## src/rtl/spi_dac_seq.sv

```systemverilog
// spi_dac_seq: FIFO-buffered SPI word sequencer for serial DACs (MSB first,
// DAC samples DIN on SCLK fall, nSYNC frames each word).
// Ports: clk_i, rst_ni (async, active-low); wr_en_i/wr_data_i enqueue a word;
// full_o, level_o (queued words), busy_o, done_o (end-of-frame pulse),
// ovf_o (sticky drop flag); dac_sclk_o, dac_din_o, dac_nsync_o serial bus.
module spi_dac_seq #(
   parameter int DATA_W     = 16,
   parameter int SCLK_DIV   = 2,
   parameter int FIFO_DEPTH = 4,
   parameter int SYNC_GAP   = 2
) (
   input  logic                          clk_i,
   input  logic                          rst_ni,
   input  logic                          wr_en_i,
   input  logic [DATA_W-1:0]             wr_data_i,
   output logic                          full_o,
   output logic [$clog2(FIFO_DEPTH):0]   level_o,
   output logic                          busy_o,
   output logic                          done_o,
   output logic                          ovf_o,
   output logic                          dac_sclk_o,
   output logic                          dac_din_o,
   output logic                          dac_nsync_o
);

   localparam int PTR_W = $clog2(FIFO_DEPTH);
   localparam int CNT_W = PTR_W + 1;
   localparam int DIV_W = $clog2(2 * SCLK_DIV);
   localparam int BIT_W = $clog2(DATA_W);
   localparam int GAP_W = $clog2(SYNC_GAP + 1);

   localparam logic [CNT_W-1:0] DEPTH    = CNT_W'(FIFO_DEPTH);
   localparam logic [DIV_W-1:0] DIV_HI   = DIV_W'(SCLK_DIV);
   localparam logic [DIV_W-1:0] DIV_LAST = DIV_W'(2 * SCLK_DIV - 1);
   localparam logic [BIT_W-1:0] BIT_LAST = BIT_W'(DATA_W - 1);
   localparam logic [GAP_W-1:0] GAP_LAST = GAP_W'(SYNC_GAP - 1);

   typedef enum logic [1:0] {
      IDLE,
      LOAD,
      SHIFT,
      GAP
   } state_e;

   state_e              state_q, state_d;
   logic [DATA_W-1:0]   mem_q [FIFO_DEPTH];
   logic [PTR_W-1:0]    wptr_q, rptr_q;
   logic [CNT_W-1:0]    cnt_q, cnt_d;
   logic                ovf_q;
   logic [DATA_W-1:0]   sh_q, sh_d;
   logic [DIV_W-1:0]    div_q, div_d;
   logic [BIT_W-1:0]    bit_q, bit_d;
   logic [GAP_W-1:0]    gap_q, gap_d;
   logic                sclk_q, sclk_d;
   logic                din_q, din_d;
   logic                nsync_q, nsync_d;
   logic                done_q, done_d;
   logic                full, push, pop;

   assign full = (cnt_q == DEPTH);
   assign push = wr_en_i && !full;
   // The only pop happens in LOAD, which is entered only with a word queued.
   assign pop  = (state_q == LOAD);

   always_comb begin
      cnt_d = cnt_q;
      if (push && !pop) begin
         cnt_d = cnt_q + 1'b1;
      end else if (pop && !push) begin
         cnt_d = cnt_q - 1'b1;
      end
   end

   always_ff @(posedge clk_i) begin
      if (push) begin
         mem_q[wptr_q] <= wr_data_i;
      end
   end

   always_ff @(posedge clk_i or negedge rst_ni) begin
      if (!rst_ni) begin
         wptr_q <= '0;
         rptr_q <= '0;
         cnt_q  <= '0;
         ovf_q  <= 1'b0;
      end else begin
         cnt_q <= cnt_d;
         if (push) begin
            wptr_q <= wptr_q + 1'b1;
         end
         if (pop) begin
            rptr_q <= rptr_q + 1'b1;
         end
         if (wr_en_i && full) begin
            ovf_q <= 1'b1;
         end
      end
   end

   // Bus registers are computed from the current state, so the bus
   // trails the state by one cycle: LOAD shows nSYNC low one edge later.
   always_comb begin
      state_d = state_q;
      sh_d    = sh_q;
      div_d   = div_q;
      bit_d   = bit_q;
      gap_d   = gap_q;
      sclk_d  = 1'b1;
      din_d   = 1'b0;
      nsync_d = 1'b1;
      done_d  = 1'b0;
      unique case (state_q)
         IDLE: begin
            if (cnt_q != '0) begin
               state_d = LOAD;
            end
         end
         LOAD: begin
            sh_d    = mem_q[rptr_q];
            din_d   = mem_q[rptr_q][DATA_W-1];
            nsync_d = 1'b0;
            div_d   = '0;
            bit_d   = '0;
            state_d = SHIFT;
         end
         SHIFT: begin
            nsync_d = 1'b0;
            din_d   = sh_q[DATA_W-1];
            sclk_d  = (div_q < DIV_HI);
            if (div_q == DIV_LAST) begin
               div_d = '0;
               sh_d  = sh_q << 1;
               bit_d = bit_q + 1'b1;
               if (bit_q == BIT_LAST) begin
                  gap_d   = '0;
                  state_d = GAP;
               end
            end else begin
               div_d = div_q + 1'b1;
            end
         end
         GAP: begin
            done_d = (gap_q == '0);
            if (gap_q == GAP_LAST) begin
               state_d = (cnt_q != '0) ? LOAD : IDLE;
            end else begin
               gap_d = gap_q + 1'b1;
            end
         end
         default: begin
            state_d = IDLE;
         end
      endcase
   end

   always_ff @(posedge clk_i or negedge rst_ni) begin
      if (!rst_ni) begin
         state_q <= IDLE;
         sh_q    <= '0;
         div_q   <= '0;
         bit_q   <= '0;
         gap_q   <= '0;
         sclk_q  <= 1'b1;
         din_q   <= 1'b0;
         nsync_q <= 1'b1;
         done_q  <= 1'b0;
      end else begin
         state_q <= state_d;
         sh_q    <= sh_d;
         div_q   <= div_d;
         bit_q   <= bit_d;
         gap_q   <= gap_d;
         sclk_q  <= sclk_d;
         din_q   <= din_d;
         nsync_q <= nsync_d;
         done_q  <= done_d;
      end
   end

   assign full_o      = full;
   assign level_o     = cnt_q;
   assign busy_o      = (state_q != IDLE);
   assign done_o      = done_q;
   assign ovf_o       = ovf_q;
   assign dac_sclk_o  = sclk_q;
   assign dac_din_o   = din_q;
   assign dac_nsync_o = nsync_q;

endmodule

```

## config.mk

```make
export PLATFORM = sky130hd
export DESIGN_NAME = spi_dac_seq
export DESIGN_NICKNAME = d
export VERILOG_FILES = /design/src/rtl/spi_dac_seq.sv
export SDC_FILE = /design/constraint.sdc
export NUM_CORES = 1
export LEC_CHECK = 0
export CAP_MARGIN = 20
export CORE_ASPECT_RATIO = 0.7
export CORE_MARGIN = 2
export CORE_UTILIZATION = 45
export DETAILED_ROUTE_END_ITERATION = 10
export DONT_BUFFER_PORTS = 1
export GPL_TIMING_DRIVEN = 0
export PLACE_DENSITY = 0.62
export REMOVE_ABC_BUFFERS = 1
export SYNTH_ARGS = -nofsm -noshare
export SYNTH_HDL_FRONTEND = slang
export SYNTH_SLANG_ARGS = --single-unit
```

## constraint.sdc

```tcl
create_clock -name clk_i -period 5.9 [get_ports clk_i]
set_clock_uncertainty 0.15 [all_clocks]
set_input_delay 1.18 -clock clk_i [delete_from_list [all_inputs] [get_ports clk_i]]
set_output_delay 1.18 -clock clk_i [all_outputs]
set_load 0.01 [all_outputs]
```

Word level (Yosys, flattened, before mapping)
Memory sizes are Yosys's and may differ from the RTL's.
Cells that the tools add are included.
Widths: inputs -> output; s select.
{"block": "totals", "ff_bits": 38, "latchBits": 0, "ram_bits": 64, "mem_bits_ro": 0, "in_bits": 19, "output_inout_bits": 10, "n_memories": 1}
{"memory": "mem_q", "depth": 4, "width": 16, "rd": 1, "rd_clocked_by_memory_dff": 0, "write_ports": 1, "line_no": "46", "text": "logic [DATA_W-1:0] mem_q [FIFO_DEPTH];"}
{"block": "op_classes", "n_addsub": 7, "n_mul": 0, "div": 0, "n_lt_le_gt_ge": 1, "n_eq_ne": 12, "n_shift": 0, "muxes": 24, "n_bitwise": 0, "n_reduce_logical": 18}
{"op": "$pmux 16 s2", "n": 1}
{"op": "$mux 16", "n": 1}
{"op": "$mux 2", "n": 8}
{"op": "$ne 2x2->1 const B", "n": 5}
{"op": "$add 2x1->2 const B", "n": 4}
{"op": "$pmux 2 s2", "n": 2}
{"op": "$pmux 2 s4", "n": 1}
{"op": "$pmux 4 s2", "n": 1}
{"op": "$reduce_and 4->1", "n": 2}
{"op": "$reduce_bool 2->1", "n": 4}
{"op": "$eq 2x2->1 const B", "n": 3}
{"op": "$mux 1", "n": 6}
{"op": "$mux 3", "n": 2}
{"op": "$add 4x1->4 const B", "n": 1}
{"op": "$eq 2x1->1 const B", "n": 2}
{"op": "$eq 4x4->1 const B", "n": 1}
{"op": "$logic_and 1x1->1", "n": 4}
{"op": "$logic_not 2->1", "n": 2}
{"op": "$mux 4", "n": 1}
{"op": "$add 3x1->3 const B", "n": 1}
{"op": "$eq 3x3->1 const B", "n": 1}
{"op": "$logic_not 1->1", "n": 3}
{"op": "$reduce_bool 3->1", "n": 1}
{"op": "$sub 3x1->3 const B", "n": 1}
{"op": "other kinds (4)", "n": 4}

Logic depth before layout (Yosys ltp)
Gate-level depths: netlist of run 1.
{"block": "depth", "word_depth": 7, "depth_mapped": 9, "ltp_nobuf": 9}

Worst setup path before layout of run 1
OpenSTA, ideal clock, no wires.
{"block": "synth_path", "path_kind": "input-to-reg", "start": "input wr_en_i", "end": "register cnt_q[2] (netlist: level_o[2])", "setup_ns": 0.079, "arrival_time_ns": 2.526, "required_ns": 5.671, "slack_ns": 3.144, "cell_stages": 8, "cell_sequence": "nor2b_1 > clkbuf_1 > ha_1 > inv_1 > fa_1 > xor2_1 > nor2_1 > xor2_1"}
{"block": "synth_between", "elab_chain_cells": 4, "elab_cells_between_ends": 6}
{"element": "start: declaration", "line_no": "14", "text": "input logic wr_en_i,"}
{"element": "$logic_and 1x1->1 *", "line_no": "61", "text": "assign push = wr_en_i && !full;"}
{"element": "net push", "line_no": "58", "text": "logic full, push, pop;"}
{"element": "$logic_not 1->1", "line_no": "69", "text": "end else if (pop && !push) begin"}
{"element": "$logic_and 1x1->1", "line_no": "69"}
{"element": "$reduce_bool 2->1 (no source line)"}
{"element": "end signal: assignment", "line_no": "87", "text": "cnt_q <= cnt_d;"}
{"element": "end: declaration", "line_no": "48", "text": "logic [CNT_W-1:0] cnt_q, cnt_d;"}
The timed path passes the listed nets; every way through them passes the cells marked *.
A chain may end at the register's enable or synchronous reset.

Worst setup path in the final report of run 1
{"block": "layout_path", "start": "register cnt_q[0] (netlist: level_o[0])", "end": "output full_o"}
{"block": "layout_between", "elab_chain_cells": 1}
{"element": "$eq 3x3->1", "line_no": "60", "text": "assign full = (cnt_q == DEPTH);"}
{"element": "end: declaration", "line_no": "16", "text": "output logic full_o,"}
No other way between the ends.

==> results of run 1 <==
area by class of cell:
type	instances	share of cell area [%]
Multi-Input combinational cell	136	27.1
Inverter	12	0.976
Sequential cell	102	62.3
Clock inverter	5	0.895
Timing Repair Buffer	1	0.325
Clock buffer	11	5.04
Tap cell	124	3.36
metal layers:
metal | routed length, um | part of all wire [%]
met2 | 2940 | 44
met3 | 400 | 6.0
met4 | 105 | 1.6
met1 | 3240 | 48
met5 | 0 | 0
cells by family after synthesis:
family / Yosys count
DFF: 102
and+or+nand+nor: 45
AOI/OAI and AO/OA: 37
muxes: 33
buffers and inverters: 23
adders and majority gates: 14
xor gates and xnor gates: 7
per-stage QoR:
stage	utilization (%)	area, sq um	worst slack [ns]	cells	power [mW]
6_report	50.7	4610	3.21	391	2.32
5_1_grt	50.7	4610	3.06	391	2.48
4_1_cts	50.7	4610	3.20	391	2.36
3_5_place_dp	47.7	4340	2.89	375	1.80
3_3_place_gp	47.5	4320	2.75	374	1.76
2_1_floorplan	-	4170	3.11	250	1.61
registers in the layout (all words and copies together) (netlist names), 2 cells and up:
| signal | cells |
|---|---|
| bit_q | 4 |
| div_q | 2 |
| gap_q | 2 |
| level_o | 3 |
| mem_q | 64 |
| rptr_q | 2 |
| sh_q | 16 |
| state_q | 2 |
| wptr_q | 2 |
how the worst min path moves through the flow:
stage / end / start / slack (ns)
final: dac_sclk_o / div_q[1] / 0.28
after global routing: dac_sclk_o / div_q[1] / 0.32
after floorplan: dac_sclk_o / div_q[1] / 0.25
after detailed placement: dac_sclk_o / div_q[1] / 0.28
after global placement: dac_sclk_o / div_q[1] / 0.27
after CTS: dac_sclk_o / div_q[1] / 0.29
synthesized netlist by cell type (4+ instances only):
| library cell | instances | area, sq um |
|---|---|---|
| a21oi_1 | 5 | 25.0 |
| and2_1 | 5 | 31.3 |
| buf_2 | 5 | 25.0 |
| dfrtp_1 | 36 | 901 |
| edfxtp_1 | 64 | 1920 |
| ha_1 | 13 | 163 |
| inv_1 | 12 | 45.0 |
| mux2i_1 | 17 | 170 |
| mux4_1 | 7 | 184 |
| mux4_2 | 8 | 180 |
| nand2_1 | 22 | 82.6 |
| nor2_1 | 5 | 18.8 |
| o21ai_0 | 10 | 50.1 |
| o21ai_1 | 8 | 40.0 |
| xor2_1 | 4 | 35.0 |
where the power goes:
part	leakage (nW)	switching, mW	internal [mW]
Sequential	1.05	0.160	0.977
Clock	0.132	0.264	0.292
Combinational	0.628	0.324	0.306
==> metrics.md, run 1 <==
| Metric | Value |
|---|---|
| Slew HR | `34.5%` |
| Hold depth | `1` |
| Worst-case clock buffer depth | `2` |
| Main synth FF type | `edfxtp_1` |
| Ant. Diodes | `0` |
| Routed Antenna Nets | `0` |
| CP startpoint | `level_o[0]` |
| WS Path Type | `reg -> out` |
| Total routed wirelength | `6690 um` |
| Met1 GRT Util | `20.2%` |
| Ports | `29` |
| Status | `finished, final reports clean` |
| Clock Sinks | `102` |
| Worst Path Buf+Inv | `0` |
| Pleak | `1.81 nW` |
| Layout cells sized above 1 | `11.2%` |
| First-pass GRT wire length | `11200 um` |
| RR Startpoint | `level_o[0]` |
| Worst EP required | `4.57 ns` |
| WP depth | `1` |
| Compound-Gate Fraction of Synth Area | `5.46%` |
| Post-synthesis mux area share | `12.9%` |
| Vias in the first global route | `2117` |
| Synth warn | `0` |
| IO Port Bufs | `0` |
| Cell Rows | `29` |
| Total gr overflow | `0` |
| RSZ-0062 raised after global routing | `no` |
| Max VDD drop | `0.000196 V` |
| FF+latch area | `2880 sq um` |
| # fillers | `762` |
| Drt first pass iters | `5` |
| Min cycle time layout | `2.69 ns` |
| XOR/XNOR share of the synthesized area | `1.45%` |
| M2 GR Usage | `21.1%` |
| Synth Area in Simple Gates | `5.34%` |
| Fmax | `0.372 GHz` |
| Slew Limit Fails | `0` |
| Slew @ Worst Pin | `0.983 ns` |
| CP max FO | `5` |
| # DRC | `0` |
| Initial Util | `46.5%` |
| Commonest non-fill, non-tap cell in the layout | `edfxtp_1` |
| Cells after Synth | `261` |
| Initial antenna violation count | `0` |
| Final number of hold-violating endpoints | `0` |
| Startpoint types | `flop` |
| Pwr/cell area | `503 nW/um^2` |
| DRT iter0 DRCs | `156` |
| Crit share post-route | `45.6%` |
| Max-cap violation count | `0` |
| Slowest stage cell, crit path | `nor3b_1` |
| Synth async-reset ratio | `37.3%` |
| CP Capture Point | `full_o` |
| Num CTS Buffers | `9` |
| CTS Hold Bufs | `0` |
| FF+latch count, synth | `102` |
| Detailed-route wire length per cell | `17.1 um` |
| CP endpoint kind | `output port` |
| TritonCTS clock tree | `built` |
| Met3 Track Usage GR | `6.59%` |
| Clock root buffer | `clkbuf_16` |
| CP arrival | `1.36 ns` |
| RR Endpoint | `level_o[1]` |
| FF-to-FF path depth | `6` |
| FF-to-FF setup slack | `3.30 ns` |
| Largest net degree at the start of global routing | `39` |
| Die Area | `10200 sq um` |
| GR Util All Layers | `14.8%` |
| Area grow syn2layout | `8.89%` |
| WHS | `0.283 ns` |
| Distinct cells, synth | `43` |
| Post-Syn Area | `4240 sq um` |
| Post-synth EDFFs | `64` |
| CP Cell Sequence | `nor3b_1` |
| Nets@finish | `295` |
| Chip Width | `120 um` |
| Post-Synth Adder-Cell Area | `4.31%` |
| Detail Placement HPWL | `4210 um` |
| GR peak layer | `met2` |
| CP max stage delay | `0.53 ns` |
| Worst-path clk slew | `0.07 ns` |
| Setup TNS Final | `0 ns` |
| Via count | `2099` |
| Delay-heaviest family, CP | `simple AND/OR/NAND/NOR gates` |
| Multi-input logic area | `1250 sq um` |
| Setup Viol. Count Final | `0` |
| Most frequent cells in the layout | `edfxtp_1, dfrtp_1, nand2_1` |
| CTS H-tree lvls | `3` |
| Die H | `85.2 um` |
| Drt via density | `5.37` |
| Largest family of logic cells by synthesized area | `multiplexers` |
| Core box area | `9110 sq um` |
| Sequential-to-total area share from yosys stat | `67.8%` |
| Setup Fix Bufs, Post-CTS | `0` |
| GP Congestion | `0.701` |
| Clock Latency Late Sink | `0.35 ns` |
| HP Class | `reg -> reg` |
| Syn Area/Cell | `16.2 sq um` |
| Post_cts resized | `0` |
Note: power is estimated with default switching activity, not from simulation.
==> run 2: changes to the inputs <==
PLACE_DENSITY = 0.64   (was 0.62)
clock period = 2.4 ns   (was 5.9 ns; I/O delays follow)
==> run 2 against run 1 <==
  * Clock-buffer cell count unchanged
  * Critical path depth up 5
  * Core utilization rose by 0.78 points
  * Worst hold slack lost 0.20 ns
  * Sequential share of layout area down 0.95 points
  * Die area unchanged
  * Sequential cell count did not move
  * Via count is 0.86% lower
==> metrics.md, run 2 (synthesized netlist as in run 1, its figures left out) <==
| Metric | Value |
|---|---|
| Status | `finished, final reports clean` |
| Pwr Total | `5.74 mW` |
| Dpl cell area | `4340 sq um` |
| WS Path Type | `reg -> reg` |
| Clock root buffer | `clkbuf_16` |
| Delay-heaviest family, CP | `adder cells` |
| Core box area | `9110 sq um` |
| CP Cell Sequence | `nor3b_2, nor2b_4, ha_1, inv_1, fa_1, mux2_2` |
| CP endpoint kind | `flop` |
| FF+latch area | `2880 sq um` |
| Max reg flops | `64` |
| DRT iter0 DRCs | `133` |
| GP Congestion | `0.738` |
| Ports | `29` |
| Max-cap violation count | `0` |
| Flop pwr share | `48.2%` |
| Total routed wirelength | `6700 um` |
| Clock Sinks | `102` |
| First-pass GRT wire length | `11100 um` |
| Setup Viol. Count Final | `0` |
| CTS H-tree lvls | `3` |
| Slowest stage cell, crit path | `dfrtp_1` |
| IO Port Bufs | `0` |
| Vias in the first global route | `2095` |
| Via count | `2081` |
| Top reg by flops | `mem_q` |
| Worst Path Buf+Inv | `1` |
| Layout cells sized above 1 | `13.0%` |
| Multi-input logic area | `1270 sq um` |
| Die H | `85.2 um` |
| CP max stage delay | `0.47 ns` |
| Commonest non-fill, non-tap cell in the layout | `edfxtp_1` |
| Nets@finish | `298` |
| Clock Latency Late Sink | `0.34 ns` |
| Total gr overflow | `0` |
| Fmax | `0.443 GHz` |
| Fin util | `51.4%` |
| Slew @ Worst Pin | `0.873 ns` |
| Die Area | `10200 sq um` |
| Min cycle time layout | `2.26 ns` |
| Slew HR | `41.8%` |
| CP arrival | `2.33 ns` |
| Startpoint types | `flop` |
| RSZ-0062 raised after global routing | `no` |
| Initial antenna violation count | `0` |
| Crit share post-route | `94.1%` |
| Pwr/cell area | `1230 nW/um^2` |
| Drt first pass iters | `4` |
| # fillers | `757` |
| Setup Fix Bufs, Post-CTS | `0` |
| Largest registers | `mem_q (64), sh_q (16), bit_q (4)` |
| Final number of hold-violating endpoints | `0` |
| GR Util All Layers | `14.8%` |
| Final instance area | `4690 sq um` |
| Worst-path clk slew | `0.07 ns` |
| Detailed-route wire length per cell | `17.0 um` |
| Chip Width | `120 um` |
| Area grow syn2layout | `10.6%` |
| Worst-case clock buffer depth | `2` |
| TritonCTS clock tree | `built` |
| Num CTS Buffers | `9` |
| HP Class | `in -> reg` |
| Initial Util | `46.5%` |
| Detail Placement HPWL | `4180 um` |
| Cell Rows | `29` |
| CP max FO | `8` |
| Psw | `1.83 mW` |
| Routed Antenna Nets | `0` |
| Internal | `3.92 mW` |
| Ant. Diodes | `0` |
| Slew Limit Fails | `0` |
| Clock share of power | `22.8%` |
| WHS | `0.0796 ns` |
| Gate power share | `29.0%` |
| Sw frac | `31.8%` |
| Largest net degree at the start of global routing | `39` |
| Drt via density | `5.28` |
| Max VDD drop | `0.000509 V` |
| # DRC | `0` |
| Most frequent cells in the layout | `edfxtp_1, dfrtp_1, nand2_1` |
| Pleak | `1.86 nW` |
| Worst EP required | `2.47 ns` |
## run 2: what timing repair did
item | in CTS | in global routing
resized for setup | 3 | 2
hold buffers | 2 | 0
setup endpoints to repair | 66 | 22
cloned | 0 | 0
hold endpoints to repair | 38 | 0
## run 2: cell type report
type	instances	area share (%)
flip-flops and latches	102	61.4
multi-input cells	136	27.1
clock buffers	11	4.97
well taps	124	3.31
repair buffers	4	1.55
inverters	12	0.961
clock inverters	5	0.774
## run 2: path summary, 6_finish.rpt
kind	cells after the start	endpoint	slack [ns]	from
worst min-delay path	0	mem_q[1][5]	0.08	wr_data_i[5]
max in group asynchronous	2	dac_sclk_o	1.37	rst_ni
worst min register to register	1	dac_sclk_o	0.29	div_q[1]
worst max-delay path	6	level_o[1]	0.14	level_o[1]
min in group asynchronous	2	wptr_q[0]	0.47	rst_ni
worst max register to register	6	level_o[1]	0.14	level_o[1]
## run 2: worst register-to-register path: cells and delay by family (launching register included)
family                     cells  cell delay (ns)
adders and majority gates      2             0.63
and+or+nand+nor                2             0.57
DFF                            1             0.47
muxes                          1             0.26
buffers and inverters          1             0.07
## run 2: layer usage
| layer | routed length, um | track usage (%) |
|---|---|---|
| met1 | 3100 | 20.0 |
| met2 | 3200 | 22.1 |
| met3 | 320 | 5.78 |
| met4 | 85 | 4.81 |
| met5 | 0 | 0 |
## run 2: metrics by stage
stage	cells	setup slack, ns	setup TNS, ns
6_report	394	0.141	0
5_1_grt	394	0.0153	0
4_1_cts	393	0.0892	0
3_5_place_dp	375	-0.140	-5.58
3_3_place_gp	374	-0.691	-12.90
2_1_floorplan	250	-0.0640	-0.105
## run 2: power by group through the flow
| stage | clock network (mW) | logic, mW | registers (mW) |
|---|---|---|---|
| 2_1_floorplan | 0 | 1.23 | 2.72 |
| 3_3_place_gp | 0 | 1.48 | 2.84 |
| 3_5_place_dp | 0 | 1.55 | 2.87 |
| 4_1_cts | 1.35 | 1.57 | 2.83 |
| 5_1_grt | 1.43 | 1.89 | 2.84 |
| 6_report | 1.31 | 1.66 | 2.77 |
==> run 3: changes to the inputs <==
CORE_UTILIZATION = 55   (was 45)
CTS_CLUSTER_DIAMETER = 40   (was default)
PLACE_DENSITY = 0.75   (was 0.64)
TNS_END_PERCENT = 1   (was default)
==> run 3 against run 2 <==
  * Core utilization rose by 9.9 points
  * Sequential share of layout area is 2.1 points higher
  * Critical path depth unchanged
  * Cell count fell by 6.9%
  * Largest power group unchanged
  * Highest routed layer unchanged
==> metrics.md, run 3 (synthesized netlist as in run 1, its figures left out) <==
| Metric | Value |
|---|---|
| Status | `finished, final reports clean` |
| RSZ-0062 raised after global routing | `no` |
| CP endpoint kind | `flop` |
| Total gr overflow | `0` |
| Via count | `2041` |
| Worst-case clock buffer depth | `2` |
| Most frequent cells in the layout | `edfxtp_1, dfrtp_1, nand2_1` |
| WHS | `0.0496 ns` |
| Met3 WL post-DR | `264 um` |
| Worst EP required | `2.50 ns` |
| GR Util All Layers | `17.2%` |
| # fillers | `534` |
| Max VDD drop | `0.000540 V` |
| IO Port Bufs | `0` |
| Die H | `77.4 um` |
| TritonCTS clock tree | `built` |
| WS Path Type | `reg -> reg` |
| Largest registers | `mem_q (64), sh_q (16), bit_q (4)` |
| RR Startpoint | `level_o[1]` |
| CP max stage delay | `0.48 ns` |
| Cell Rows | `26` |
| Final number of hold-violating endpoints | `0` |
| Total routed wirelength | `6450 um` |
| CP Cell Sequence | `nor3b_2, nor2b_4, ha_1, inv_1, fa_1, mux2_2` |
| Num CTS Buffers | `9` |
| Max reg flops | `64` |
| Slew HR | `35.3%` |
| Nets@finish | `297` |
| CP startpoint | `level_o[1]` |
| Core box area | `7380 sq um` |
| Clock Latency Late Sink | `0.37 ns` |
| Met1 WL | `2930 um` |
| First-pass GRT wire length | `10500 um` |
| Clock root buffer | `clkbuf_8` |
| Crit share post-route | `94.5%` |
| Slew Limit Fails | `0` |
| Pwr/cell area | `1180 nW/um^2` |
| CP max FO | `8` |
| HP Class | `in -> reg` |
| Die Area | `8430 sq um` |
| Drt first pass iters | `4` |
| CP arrival | `2.37 ns` |
| Final instance area | `4530 sq um` |
| Chip Width | `109 um` |
| CTS H-tree lvls | `3` |
| DRT iter0 DRCs | `117` |
| Max layer used | `met4` |
| Top reg by flops | `mem_q` |
| Met2 wire length | `3200 um` |
| Final Worst Setup Slack | `0.131 ns` |
| Worst Path Buf+Inv | `1` |
| Pwr Total | `5.34 mW` |
| Slew @ Worst Pin | `0.970 ns` |
| Pre-CTS WS | `-0.142 ns` |
| Fmax | `0.441 GHz` |
| Routed Antenna Nets | `0` |
| Delay-heaviest family, CP | `adder cells` |
| Min cycle time layout | `2.27 ns` |
| Initial antenna violation count | `0` |
| Commonest non-fill, non-tap cell in the layout | `edfxtp_1` |
| Drt via density | `5.56` |
| Detail Placement HPWL | `4020 um` |
| Slowest stage cell, crit path | `dfrtp_1` |
| Hold Crit Start | `wr_data_i[11]` |
| Largest net degree at the start of global routing | `39` |
| Ant. Diodes | `0` |
| Dpl cell area | `4310 sq um` |
| Detailed-route wire length per cell | `17.6 um` |
| GP Congestion | `0.717` |
| Area grow syn2layout | `6.85%` |
| Max-cap violation count | `0` |
| Pleak | `1.79 nW` |
| # DRC | `0` |
| Startpoint types | `flop` |
| Initial Util | `57.4%` |
| Ports | `29` |
| Layout cells sized above 1 | `13.4%` |
| Clock Sinks | `102` |
| Vias in the first global route | `2091` |
| Setup Viol. Count Final | `0` |
| Worst-path clk slew | `0.10 ns` |
==> run 3: worst register-to-register path, cell delays in order, from the launching register on <==
cell and delay [ns]:
dfrtp_1 0.48, nor3b_2 0.44, nor2b_4 0.12, ha_1 0.24, inv_1 0.07, fa_1 0.40, mux2_2 0.26
==> run 3: what timing repair did <==
item,4_1_cts,5_1_grt
gates resized for setup,4,2
pin swaps,0,0
hold buffers,2,0
endpoints found under the hold margin,38,0
gates cloned,0,0
buffers inserted,0,0
setup endpoints to repair,66,3
==> run 3: final cells by class <==
cell class	count	area, sq um	share of cell area (%)
flip-flops and latches	102	2880	63.5
inverters	12	45.0	0.995
clock inverters	5	41.3	0.912
well taps	98	123	2.71
repair buffers	3	45.0	0.995
clock buffers	11	131	2.90
multi-input cells	136	1270	28.0
==> run 3: layer usage <==
metal  track usage, %  vias to the layer above
met5                0                        -
met4             5.77                        0
met3             6.89                        6
met2             26.8                       34
met1             22.1                     1022
li1                 -                      979
==> run 3: worst paths after layout <==
path	to	slack, ns	depth (start not counted)
setup / recovery	level_o[1]	0.13	6
hold reg to reg	dac_sclk_o	0.28	1
setup reg to reg	level_o[1]	0.13	6
min in group asynchronous	bit_q[3]	0.42	2
hold / removal	mem_q[0][11]	0.05	0
max in group asynchronous	dac_nsync_o	1.42	2
==> run 3: per-stage QoR <==
step,utilization (%),std cells,setup TNS (ns)
6_report,61.3,367,0
5_1_grt,61.3,367,0
4_1_cts,61.2,367,0
3_5_place_dp,58.3,349,-3.27
3_3_place_gp,58.1,348,-9.35
2_1_floorplan,-,250,-0.105
==> run 3: where the power goes <==
part           internal [mW]  total, mW  switching (mW)
combinational          0.765       1.58           0.814
sequential              2.40       2.79           0.397
clock                  0.391      0.971           0.580
total                   3.55       5.34            1.79
